[src/rtl/retro_cache_line_filler.sv]
// Cache line filler: on a read miss, fetches the whole aligned line word by word from
// backing storage and writes it into the cache, stalling the core until the line is complete.
//
//   state | meaning
//   ------+------------------------------------------------------------
//   IDLE  | watching the core for a read miss
//   REQ   | read request to backing storage, held until accepted
//   WAIT  | request accepted, waiting for the read data
//   WRITE | one-cycle write of the captured word into the cache
//   DONE  | one-cycle completion pulse, then back to IDLE
module retro_cache_line_filler #(
    parameter int AddressBusWidth = 16,
    parameter int DataBusWidth    = 8,
    parameter int CacheLineBits   = 7
) (
    input  logic                       clk_i,
    input  logic                       rst_n_i,
    input  logic                       core_access_i,
    input  logic                       core_write_i,
    input  logic [AddressBusWidth-1:0] core_address_i,
    input  logic                       cache_data_ready_i,
    output logic                       delay_o,
    output logic                       fill_access_o,
    output logic [AddressBusWidth-1:0] fill_address_o,
    output logic [DataBusWidth-1:0]    fill_data_o,
    output logic                       back_access_o,
    output logic [AddressBusWidth-1:0] back_address_o,
    input  logic                       back_ready_i,
    input  logic                       back_data_ready_i,
    input  logic [DataBusWidth-1:0]    back_data_i,
    output logic                       busy_o,
    output logic                       fill_done_o
);

    localparam logic [AddressBusWidth-1:0] OffsetMask =
        AddressBusWidth'((1 << CacheLineBits) - 1);

    typedef enum logic [2:0] {
        S_IDLE,
        S_REQ,
        S_WAIT,
        S_WRITE,
        S_DONE
    } state_e;

    state_e                     state_q, state_d;
    logic [CacheLineBits-1:0]   offset_q, offset_d;
    logic [AddressBusWidth-1:0] line_base_q, line_base_d;
    logic [DataBusWidth-1:0]    data_q, data_d;
    logic                       miss;
    logic [AddressBusWidth-1:0] word_addr;

    assign miss      = (state_q == S_IDLE) && core_access_i && !core_write_i
                       && !cache_data_ready_i;
    assign word_addr = line_base_q | AddressBusWidth'(offset_q);

    // The miss term is combinational from the core inputs, so reset must mask it too.
    assign delay_o = rst_n_i && (miss || (state_q != S_IDLE));
    assign busy_o  = (state_q != S_IDLE);

    always_ff @(posedge clk_i or negedge rst_n_i) begin
        if (!rst_n_i) begin
            state_q     <= S_IDLE;
            offset_q    <= '0;
            line_base_q <= '0;
            data_q      <= '0;
        end else begin
            state_q     <= state_d;
            offset_q    <= offset_d;
            line_base_q <= line_base_d;
            data_q      <= data_d;
        end
    end

    always_comb begin
        state_d        = state_q;
        offset_d       = offset_q;
        line_base_d    = line_base_q;
        data_d         = data_q;
        fill_access_o  = 1'b0;
        fill_address_o = '0;
        fill_data_o    = '0;
        back_access_o  = 1'b0;
        back_address_o = '0;
        fill_done_o    = 1'b0;

        case (state_q)
            S_IDLE: begin
                if (miss) begin
                    line_base_d = core_address_i & ~OffsetMask;
                    offset_d    = '0;
                    state_d     = S_REQ;
                end
            end
            S_REQ: begin
                back_access_o  = 1'b1;
                back_address_o = word_addr;
                if (back_ready_i) begin
                    state_d = S_WAIT;
                end
            end
            S_WAIT: begin
                if (back_data_ready_i) begin
                    data_d  = back_data_i;
                    state_d = S_WRITE;
                end
            end
            S_WRITE: begin
                fill_access_o  = 1'b1;
                fill_address_o = word_addr;
                fill_data_o    = data_q;
                if (offset_q == '1) begin
                    state_d = S_DONE;
                end else begin
                    offset_d = offset_q + 1'b1;
                    state_d  = S_REQ;
                end
            end
            S_DONE: begin
                fill_done_o = 1'b1;
                state_d     = S_IDLE;
            end
            default: begin
                state_d = S_IDLE;
            end
        endcase
    end

endmodule
[config.mk]
export PLATFORM = sky130hd
export DESIGN_NAME = retro_cache_line_filler
export DESIGN_NICKNAME = d
export VERILOG_FILES = /design/src/rtl/retro_cache_line_filler.sv
export SDC_FILE = /design/constraint.sdc
export NUM_CORES = 1
export LEC_CHECK = 0
export ABC_AREA = 0
export BUFFER_PORTS_ARGS = -buffer_cell sky130_fd_sc_hd__buf_2
export CAP_MARGIN = 10
export CORE_UTILIZATION = 35
export DETAILED_ROUTE_END_ITERATION = 10
export PLACE_DENSITY = 0.66
export SYNTH_ARGS = -nofsm -noshare
export SYNTH_HDL_FRONTEND = slang
export SYNTH_SLANG_ARGS = --single-unit
[constraint.sdc]
create_clock -name clk_i -period 1.59 [get_ports clk_i]
set_input_delay 0.0795 -clock clk_i [delete_from_list [all_inputs] [get_ports clk_i]]
set_output_delay 0.0795 -clock clk_i [all_outputs]
set_load 0.02 [all_outputs]
==> flow_summary.yaml <==
cts:
  h-tree-depth: 1
  cts_buffers: 3
  clkSinkCount: 27
  root_buffer: "clkbuf_8"
  clk_latency_ps: 270
  clk_pin_slew_ps: 90
  cts_tree: "done"
  clockBufferDepth: 2
grt:
  grt_overflow: 0
  use_met1_pct: 20.50
  grt_max_degree: 28
  grt_pass1_vias: 1200
  grt_antenna_before_repair: 0
  grt_pass1_wl_mm: 5.478
  use_met3_pct: 2.872
  grt_util_met2_pct: 27.10
  busiest_layer: "met2"
  track_usage_pct: 15.96
cells_and_area:
  n_antenna_cell: 0
  final_common_cell: "buf_6"
  nets: 262
  final_layout_size_suffix_gt1_share_pct: 58.95
  mostFrequentLayoutCells: "buf_6, and2_1, dfrtp_1, buf_2, buf_4"
  synthToLayoutAreaGrowth_pct: 63.34
power_and_ir_drop:
  power_switching_mw: 1.693
  swShare_pct: 38.40
  p_seq_share_pct: 27.5
  p_leak_nw: 1.202
  p_int_mw: 2.717
  pwr-share-comb_pct: 63.9
  p_per_area_nw_per_um2: 1782
  clkPwrFrac_pct: 8.6
  report.power.total_mw: 4.410
  peakVddDrop_mv: 0.9029
outcome:
  violations: "setup timing"
  status: "complete, but fails checks"
hold_path:
  hold_class: "input pin to flop"
floorplan:
  die_area_sq_um: 4596
  coreArea_sq_um: 4086
  io_pins: 76
  die_x_microns: 67.80
  start_util_pct: 37.08
  dieHeight_microns: 67.80
  rows: 23
synth:
  mappedNetlistArea_sq_um: 1515
  synth.avg_cell_area_sq_um: 11.06
  synth_warnings: 0
  yosys_register_bits: 27
  syn_nets: 169
  syn_inst: 137
  synth_cell_type_count: 35
  synth_edf_count: 0
  yosysSeqAreaShare_pct: 44.59
  synth_flop_cell: "dfrtp_1"
  async_flop_share_pct: 100.0
setup_path:
  critPathMaxFanout: 16
  cpPeakStageDelay_ps: 420
  critical_path_class: "flop to output port"
  cp_cell_sequence: "buf_6 -> nand3b_1 -> inv_2 -> buf_12 -> and2_1 -> buf_6"
  cp_common_cell: "buf_6"
  critPathCaptureType: "output port"
  critPathRequiredTime_ps: 1510
  cp-start-kind: "flop"
  critPathArrivalTime_ps: 1530
  cpLargestDelayFamily: "buffers and inverters"
  worstPathBufferInverterCount: 4
  cp_slowest_cell: "dfrtp_1"
timing:
  worstMarginPinSlew_ps: 351.3
  setup_viol: 17
  skew_ps: 1.612
  rsz0062_at_grt: "yes"
  fmax_mhz: 620.9
  relSlewSlack_pct: 76.58
  slew_viol_final: 0
  fin_crit_sh_pct: 101.3
  holdWs_ps: 36.48
  hold_viol: 0
  period_minus_slack_ps: 1611
  setup_slack_ps: -20.53
route:
  drt-wirelength-per-cell_microns: 13.06
  drtIter0Drc: 47
  drtAntennaViolNets: 0
  drc: 0
  first_pass_iters: 4
  num_vias: 1346
  vias_per_cell: 4.824
  routed_wirelength_mm: 3.645
place:
  place_congestion: 0.7761
  port_buffers: 68
  dp_slack_ps: -7.359
  hpwl_mm: 2.471
run:
  drv_cap: 0
-- final cells by class --
class | count | area, sq um
fill | 339 | 1612
inverter | 3 | 11.26
tap | 50 | 62.56
clock buffer | 4 | 45.04
sequential | 27 | 675.6
timing repair buffer | 94 | 818.3
multi-input combinational | 101 | 862.1
-- final timing paths --
path                                 from        endpoint  depth (start not counted)  slack (ps)
hold reg to reg                 data_q[6]       data_q[6]                          1         500
min in group asynchronous         rst_n_i     offset_q[1]                          3         340
setup reg to reg               state_q[0]       data_q[7]                          5          20
hold / removal             back_data_i[4]       data_q[4]                          2          40
setup / recovery               state_q[2]  fill_data_o[0]                          6         -20
max in group asynchronous         rst_n_i       data_q[5]                          3         990
-- Yosys cell counts (3+ instances only) --
cell type  instances  area (sq um)
a21oi_1            3         15.01
and3_1             3         18.77
buf_2              3         15.01
and2_1            40         250.2
nand2b_1           3         18.77
clkbuf_1           3         11.26
mux2_2            11         123.9
dfrtp_1           27         675.7
mux2_4             6         90.09
nor3_1             3         15.01
-- power by group through the flow --
stage                     Sequential, mW  Clock, mW  Combinational (mW)
after floorplan                     1.18          0                1.40
after global placement              1.22          0                2.07
after detailed placement            1.22          0                2.09
after CTS                           1.20      0.395                2.53
after global routing                1.26      0.421                3.03
final                               1.21      0.379                2.82
-- flip-flops by register name (all words and copies together), names as in the netlist --
name and count:
offset_q 7, line_base_q 9, data_q 8, state_q 3
-- logic make-up (layout without fill, tap and decap cells) --
family          Yosys count  after routing  share of synthesized area, %
mux                      19             19                         15.44
buf+inv                  10            101                         3.798
fa+ha+maj                 1              1                        0.8256
compound gates           15             15                         6.937
simple gates             65             66                         28.41
flops                    27             27                         44.59
-- routing by layer --
metal | wire, microns | vias up | part of all wire, %
li1 | - | 663 | -
met4 | 35 | 0 | 0.96
met1 | 1578 | 639 | 43
met5 | 0 | - | 0
met3 | 147 | 5 | 4.0
met2 | 1883 | 39 | 52
-- what timing repair did --
item | CTS | global route
hold endpoints to repair | 27 | 0
hold buffers | 1 | 0
gates cloned | 1 | 0
endpoints found under the setup margin | 46 | 58
pin swaps | 2 | 8
gates resized for setup | 62 | 43
setup buffers | 5 | 4
-- metrics by stage --
stage          util [%]  cells  instance area, sq um  TNS, ps
2_1_floorplan         -    137                  1521   -73.73
3_3_place_gp      49.17    264                  2009        0
3_5_place_dp      49.17    264                  2009   -18.15
4_1_cts           56.25    275                  2298   -266.6
5_1_grt           60.56    279                  2475    -3306
6_report          60.56    279                  2475   -197.3
Note: power is estimated with default switching activity, not from simulation.
